==> config.mk <==
export PLATFORM = sky130hd
export DESIGN_NAME = dff_skid_flat
export DESIGN_NICKNAME = d
export VERILOG_FILES = /design/src/rtl/dff_skid_if.sv /design/src/rtl/dff_skid.sv /design/src/flat_wrapper.sv
export SDC_FILE = /design/constraint.sdc
export NUM_CORES = 1
export LEC_CHECK = 0
export CAP_MARGIN = 5
export CORE_MARGIN = 2
export CORE_UTILIZATION = 40
export CTS_BUF_LIST = sky130_fd_sc_hd__clkbuf_4 sky130_fd_sc_hd__clkbuf_8 sky130_fd_sc_hd__clkbuf_16
export DETAILED_ROUTE_END_ITERATION = 10
export GPL_ROUTABILITY_DRIVEN = 0
export GPL_TIMING_DRIVEN = 0
export PLACE_DENSITY_LB_ADDON = 0.3
export SYNTH_ARGS = -nofsm -noshare
export SYNTH_HDL_FRONTEND = slang
export SYNTH_SLANG_ARGS = --single-unit
==> constraint.sdc <==
create_clock -name clock -period 4.29 [get_ports clock]
set_input_delay 0.429 -clock clock [delete_from_list [all_inputs] [get_ports clock]]
set_output_delay 0.429 -clock clock [all_outputs]
set_load 0.05 [all_outputs]
==> src/rtl/dff_skid_if.sv <==
// Valid/ready handshake bundle for the dff_skid pipeline slice.
// The slave modport is the slice's view; the master modport is the
// environment (producer and consumer) driving the slice.
interface dff_skid_if #(
    parameter int DATA_WIDTH = 32
);
    logic                  in_valid;
    logic [DATA_WIDTH-1:0] in_data;
    logic                  in_ready;
    logic                  out_valid;
    logic [DATA_WIDTH-1:0] out_data;
    logic                  out_ready;
    logic [1:0]            level;

    modport slave (
        input  in_valid, in_data, out_ready,
        output in_ready, out_valid, out_data, level
    );

    modport master (
        output in_valid, in_data, out_ready,
        input  in_ready, out_valid, out_data, level
    );
endinterface

==> src/rtl/dff_skid.sv <==
// Two-entry registered pipeline slice. The consumer's stall is absorbed
// by a skid register, so out_ready never reaches in_ready through logic.
// Every output comes from the state register or the main data register.
//
// state | meaning
// ------+-----------------------------------------------------------
// EMPTY | no word held; out_valid=0, in_ready=1, level=0
// ONE   | head word in main; out_valid=1, in_ready=1, level=1
// TWO   | head in main, next word in skid; in_ready=0, level=2
// (3)   | illegal encoding; behaves as EMPTY and returns to EMPTY
module dff_skid #(
    parameter int                    DATA_WIDTH  = 32,
    parameter logic [DATA_WIDTH-1:0] RESET_VALUE = '0
) (
    input  logic       clock,
    input  logic       reset,
    dff_skid_if.slave  bus
);

    typedef enum logic [1:0] {
        EMPTY = 2'd0,
        ONE   = 2'd1,
        TWO   = 2'd2
    } state_t;

    state_t                state;
    state_t                state_next;
    logic [DATA_WIDTH-1:0] main_q;
    logic [DATA_WIDTH-1:0] skid_q;

    logic in_fire;
    logic out_fire;
    logic load_main;
    logic main_from_skid;
    logic load_skid;

    logic ready_dec;
    logic valid_dec;

    // Output decode from the state register only.
    always_comb begin
        ready_dec = 1'b1;
        valid_dec = 1'b0;
        bus.level = 2'd0;
        case (state)
            ONE: begin
                valid_dec = 1'b1;
                bus.level = 2'd1;
            end
            TWO: begin
                ready_dec = 1'b0;
                valid_dec = 1'b1;
                bus.level = 2'd2;
            end
            default: ;
        endcase
    end

    assign bus.in_ready  = ready_dec;
    assign bus.out_valid = valid_dec;
    assign bus.out_data  = main_q;

    assign in_fire  = bus.in_valid & ready_dec;
    assign out_fire = valid_dec & bus.out_ready;

    // Next-state and register-load decisions.
    always_comb begin
        state_next     = state;
        load_main      = 1'b0;
        main_from_skid = 1'b0;
        load_skid      = 1'b0;
        case (state)
            EMPTY: begin
                if (in_fire) begin
                    load_main  = 1'b1;
                    state_next = ONE;
                end
            end
            ONE: begin
                if (in_fire && out_fire) begin
                    load_main = 1'b1;
                end else if (in_fire) begin
                    load_skid  = 1'b1;
                    state_next = TWO;
                end else if (out_fire) begin
                    // main keeps its stale word; out_valid hides it
                    state_next = EMPTY;
                end
            end
            TWO: begin
                if (out_fire) begin
                    load_main      = 1'b1;
                    main_from_skid = 1'b1;
                    state_next     = ONE;
                end
            end
            default: begin
                // a word accepted here is dropped, but illegal state
                // is only reachable through an upset, not normal flow
                state_next = EMPTY;
            end
        endcase
    end

    // State register.
    always_ff @(posedge clock or posedge reset) begin
        if (reset) begin
            state <= EMPTY;
        end else begin
            state <= state_next;
        end
    end

    // Main (head) register, loaded from the producer or from skid.
    always_ff @(posedge clock or posedge reset) begin
        if (reset) begin
            main_q <= RESET_VALUE;
        end else if (load_main) begin
            main_q <= main_from_skid ? skid_q : bus.in_data;
        end
    end

    // Skid register, holds the word absorbed during a stall.
    always_ff @(posedge clock or posedge reset) begin
        if (reset) begin
            skid_q <= RESET_VALUE;
        end else if (load_skid) begin
            skid_q <= bus.in_data;
        end
    end

endmodule
==> src/flat_wrapper.sv <==
// flat-port wrapper written by rule: the top's interface ports become plain ports
module dff_skid_flat 
#(
    parameter int                    DATA_WIDTH  = 32,
    parameter logic [DATA_WIDTH-1:0] RESET_VALUE = '0
)
  (clock, reset, bus_in_valid, bus_in_data, bus_out_ready, bus_in_ready, bus_out_valid, bus_out_data, bus_level);
  dff_skid_if #(.DATA_WIDTH(DATA_WIDTH)) bus_i ();
  input  logic clock;
  input  logic reset;
  input wire logic [$bits(bus_i.in_valid)-1:0] bus_in_valid;
  input wire logic [$bits(bus_i.in_data)-1:0] bus_in_data;
  input wire logic [$bits(bus_i.out_ready)-1:0] bus_out_ready;
  output wire logic [$bits(bus_i.in_ready)-1:0] bus_in_ready;
  output wire logic [$bits(bus_i.out_valid)-1:0] bus_out_valid;
  output wire logic [$bits(bus_i.out_data)-1:0] bus_out_data;
  output wire logic [$bits(bus_i.level)-1:0] bus_level;
  assign bus_i.in_valid = bus_in_valid;
  assign bus_i.in_data = bus_in_data;
  assign bus_i.out_ready = bus_out_ready;
  assign bus_in_ready = bus_i.in_ready;
  assign bus_out_valid = bus_i.out_valid;
  assign bus_out_data = bus_i.out_data;
  assign bus_level = bus_i.level;
  dff_skid #(.DATA_WIDTH(DATA_WIDTH), .RESET_VALUE(RESET_VALUE)) u_core (.clock(clock), .reset(reset), .bus(bus_i));
endmodule
Word-level counts from Yosys, hierarchy flattened
Index checks and enable logic that the tools add are counted.
{"block": "totals", "ff_bits": 66, "inputBits": 36, "out_inout_bits": 36, "word_cells": 32}
{"block": "classes", "eq_ne": 6, "muxes": 17, "n_bitwise": 2, "n_reduce_logical": 4}
{"cell": "$mux W32", "count": 1}
{"cell": "$mux W2", "count": 5}
{"cell": "$mux W1", "count": 8}
{"cell": "$pmux W2 S3", "count": 1}
{"cell": "$ne A2 B1 Y1 const B", "count": 2}
{"cell": "$pmux W2 S2", "count": 1}
{"cell": "$reduce_and A4 Y1", "count": 1}
{"cell": "$ne A3 B1 Y1 const B", "count": 1}
{"cell": "$pmux W1 S3", "count": 1}
{"cell": "$and A1 B1 Y1", "count": 2}
{"cell": "$eq A2 B1 Y1 const B", "count": 1}
{"cell": "$eq A2 B2 Y1 const B", "count": 1}
{"cell": "$logic_not A2 Y1", "count": 1}
{"cell": "$ne A2 B2 Y1 const B", "count": 1}
{"cell": "$reduce_or A2 Y1", "count": 1}
{"cell": "$logic_and A1 B1 Y1", "count": 1}

Depth between registers and ports, before layout
{"block": "logic_depth", "ltp_word": 8, "depth_mapped": 7, "mapped_depth_nobuf": 6}

Least setup slack after synthesis
OpenSTA, ideal clock, no wires.
{"block": "synth_path", "path_type": "register -> register", "from": "register u_core.state[0]", "to": "register u_core.skid_q[10]", "setup_time_ns": 0.128, "t_arrival_ns": 2.334, "t_required_ns": 4.162, "slack_ns": 1.829, "path_stages_with_launch": 8, "n_path_buf": 2, "synth_period_minus_slack_ns": 2.461, "cell_sequence": "dfrtp_1 > inv_1 > ha_1 > inv_1 > and4_1 > clkbuf_1 > buf_2 > mux2_1"}
{"element": "start: declaration", "line": "dff_skid.sv:26", "text": "state_t state;"}
{"element": "start signal: assignment", "line": "dff_skid.sv:110", "text": "state <= state_next;"}
{"element": "$eq A2 B2 Y1 (*)", "line": "dff_skid.sv:45", "text": "case (state)"}
{"element": "$mux W1 (*)", "line": "dff_skid.sv:45"}
{"element": "named net bus_in_ready", "line": "flat_wrapper.sv:14", "text": "output wire logic [$bits(bus_i.in_ready)-1:0] bus_in_ready;"}
{"element": "$and A1 B1 Y1 (*)", "line": "dff_skid.sv:63", "text": "assign in_fire = bus.in_valid & ready_dec;"}
{"element": "$mux W1 / $logic_and A1 B1 Y1 (equally long branches)", "line": "dff_skid.sv:82, dff_skid.sv:80"}
{"element": "$mux W1 (*)", "line": "dff_skid.sv:80", "text": "if (in_fire && out_fire) begin"}
{"element": "$mux W1 (*)", "line": "dff_skid.sv:72", "text": "case (state)"}
{"element": "end signal: assignment", "line": "dff_skid.sv:128", "text": "skid_q <= bus.in_data;"}
{"element": "end: declaration", "line": "dff_skid.sv:29", "text": "logic [DATA_WIDTH-1:0] skid_q;"}
The timed path passes the listed nets; every way through them passes the cells marked *.
A chain may end at the register's enable or synchronous reset.

Final worst setup path
{"block": "layout_path", "from": "register u_core.state[0]", "to": "output port bus_in_ready"}
{"block": "layout_via", "elab_chain_cells": 2}
{"element": "$eq A2 B2 Y1", "line": "dff_skid.sv:45"}
{"element": "$mux W1", "line": "dff_skid.sv:45"}
{"element": "end: declaration", "line": "flat_wrapper.sv:14"}
No other way between the ends.

==> out/results.tsv <==
stage	metric	value	unit
power_and_ir_drop	pwr-share-seq	31.3	%
power_and_ir_drop	swShare	43.5	%
sta	post-route-period-util	56.3	%
setup_path	crit_required	3860	ps
placed_design	numPortBuffers	71	
global_routing	grt-ovfl-total	0	
sta	period_needed	2420	ps
global_routing	grt_pass1_vias	2169	
synth	syn_area_per_cell	13.3	µm²
final_layout	final_common_cell	clkdlybuf4s50_1	
setup_path	reg2reg_setup_slack	2020	ps
setup_path	crit_cells	4	
floorplan	initial_core_util	40.5	%
routing	vias_per_cell	4.75	
floorplan	dieArea	0.00842	mm²
synth	synth.top_cell.area_share	53.6	%
routing	drt_wl_total	6090	µm
floorplan	die_h	91.8	µm
floorplan	pin_count	72	
setup_path	critical_path_class	reg2out	
setup_path	crit_end	bus_in_ready	
cts	cts_made_buffers	9	
sta	worst_clock_skew	11.7	ps
cts	postCtsSetupBuffers	0	
cts	h-tree-depth	3	
setup_path	r2r-end	u_core.skid_q[19]$_DFFE_PP0P_	
cts	cts_sinks	66	
cts	cts_hold_buf	0	
synth	synth_warnings	0	
cts	ctsResizeCount	0	
sta	rsz0062_at_grt	no	
synth	ys.flop_type	dfrtp_1	
floorplan	die_w	91.8	µm
final_layout	fill_cells	686	
setup_path	cp_top_family	buffers and inverters	
setup_path	startpoint	u_core.state[0]$_DFFE_PP0P_	
setup_path	reg2reg_depth	7	
setup_path	path_cells	inv_1, ha_1, inv_1, clkdlybuf4s50_1	
outcome	status	finished, final reports clean	
placed_design	dp_cells	404	
power_and_ir_drop	vdd_drop_max	0.383	mV
cts	clk_pin_slew_worst_paths	70	ps
cts	cts_tree	built	
power_and_ir_drop	p_switching	1.56	mW
cts	clk_latency	340	ps
floorplan	core_area	0.00761	mm²
hold_path	hold_depth	1	
synth	synthArstFlopShare	100	%
routing	first_iter_violations	37	
sta	max-slew-margin-rel	46.2	%
sta	max_freq	414	MHz
placed_design	hpwlAfterDp	4130	µm
synth	syn-num-nets	271	
setup_path	cp_slowest_cell	clkdlybuf4s50_1	
final_layout	area_growth_syn_to_layout	34.5	%
global_routing	antenna_found_initial	0	
cts	cts_root_buffer	clkbuf_8	
flow_run	cap_violations	0	
sta	finalSetupViolCount	0	
power_and_ir_drop	power_frac_comb	52.3	%
setup_path	critPathMaxFanout	7	
synth	syn-instance-count	231	
setup_path	cp-end-kind	primary output	
synth	synth_top_area_cell	dfrtp_1	
global_routing	grt_usage	16.1	%
power_and_ir_drop	leakage	1.87	nW
final_layout	layout.nets	353	
synth	synth_seq_cells	66	
power_and_ir_drop	p_int	2.02	mW
hold_path	hold_path_class	reg2reg	
routing	drc	0	
synth	ys_seq_area_share	53.6	%
floorplan	rows	32	
setup_path	cpMostUsedCell	inv_1	
routing	avgRoutedWirePerCell	14.5	µm
synth	synth_edf_count	0	
synth	ys_top_cells_by_area	dfrtp_1, mux2_1, mux2i_1	
routing	firstDrtPassIters	4	
routing	ant_nets	0	
synth	synth.distinct_cells	23	
setup_path	crit_buf_inv	3	
power_and_ir_drop	powerDensity	862	mW/mm²
setup_path	critical_path.max_stage_delay	800	ps
global_routing	grt_pass1_wl	10500	µm
setup_path	critPathLaunchType	flop	
sta	finalHoldViolCount	0	
setup_path	r2r-start	u_core.state[0]$_DFFE_PP0P_	
final_layout	layout_common_cells	clkdlybuf4s50_1, dfrtp_1, mux2i_1	
power_and_ir_drop	clockPowerShare	16.3	%
final_layout	stdcell_count	420	
final_layout	diodes	0	
routing	dr_total_vias	1993	
final_layout	drive_gt1_share	27.0	%
sta	fin_setup_tns	0	ps
sta	slew_violations	0	
cts	clockBufferDepth	2	
global_routing	grt_start_max_net_pins	67	
sta	worstMarginPinSlew	807	ps
synth	synth_area	0.00308	mm²
setup_path	cp_data_arrival_time	1990	ps
-- cell type report --
cell class,instances,area (µm²),share of cell area (%)
flip-flops and latches,66,1650,39.8
multi-input cells,147,1310,31.5
repair buffers,71,711,17.1
clock buffers,11,145,3.50
well taps,102,128,3.08
plain buffers,13,105,2.54
clock inverters,5,77.6,1.87
inverters,5,21.3,0.513
-- synthesized netlist by cell type (2+ instances only) --
library cell  instances
dfrtp_1              66
mux2i_1              33
a21oi_2              28
nand2b_1              2
buf_6                 6
ha_1                  4
a21oi_1               5
nor2_2               28
buf_2                 5
inv_1                 5
mux2_1               32
nor2_1                5
a21o_1                2
-- power groups by stage --
stage	logic (mW)	registers [mW]	clock network [mW]
floorplan	0.854	1.62	0
global placement	1.87	1.12	0
detailed placement	1.90	1.13	0
CTS	1.90	1.12	0.601
global route	2.01	1.16	0.631
finish	1.87	1.12	0.584
-- worst reg2reg max path, delay by kind of cell (launching register included) --
kind                       cells  cell delay [ps]
buffers and inverters          3              760
DFF                            1              370
muxes                          1              370
adders and majority gates      1              360
and+or+nand+nor                2              300
-- logic make-up (layout without fill, tap and decap cells) --
family                   count (synthesis)  after routing  share of synthesized area, %
multiplexers                            65             65                          22.4
AO/OA/AOI/OAI                           39             39                          10.9
adder cells (fa/ha/maj)                  4              4                          1.62
flip-flops                              66             66                          53.6
buffers and inverters                   18            105                          4.02
AND/OR/NAND/NOR                         39             39                          7.47
-- stage by stage --
step | utilization [%] | setup slack, ps | hold slack, ps | power (mW) | instance area, µm²
floorplan | - | 1830 | 457 | 2.47 | 3080
global placement | 51.5 | 962 | 466 | 2.99 | 3920
detailed placement | 51.6 | 1800 | 474 | 3.03 | 3920
CTS | 54.5 | 1840 | 489 | 3.63 | 4150
global route | 54.5 | 1790 | 493 | 3.80 | 4150
finish | 54.5 | 1870 | 486 | 3.57 | 4150
-- per-layer routing --
layer | track usage (%) | part of all wire (%)
met1 | 21.0 | 46
met2 | 26.0 | 49
met3 | 3.53 | 3.9
met4 | 7.09 | 1.3
met5 | 0 | 0
-- worst min-delay path by stage --
stage	from	end	slack, ps
detailed placement	u_core.skid_q[24]$_DFFE_PP0P_	u_core.skid_q[24]$_DFFE_PP0P_	470
floorplan	u_core.skid_q[28]$_DFFE_PP0P_	u_core.skid_q[28]$_DFFE_PP0P_	460
CTS	u_core.skid_q[7]$_DFFE_PP0P_	u_core.skid_q[7]$_DFFE_PP0P_	490
global route	u_core.skid_q[23]$_DFFE_PP0P_	u_core.skid_q[23]$_DFFE_PP0P_	490
finish	u_core.skid_q[9]$_DFFE_PP0P_	u_core.skid_q[9]$_DFFE_PP0P_	490
global placement	u_core.skid_q[21]$_DFFE_PP0P_	u_core.skid_q[21]$_DFFE_PP0P_	470
-- sequential cells by signal, indices dropped and copies added, names as in the netlist --
register	flops
u_core.state	2
u_core.bus.out_data	32
u_core.skid_q	32
Power figures use the tool's default switching activity.
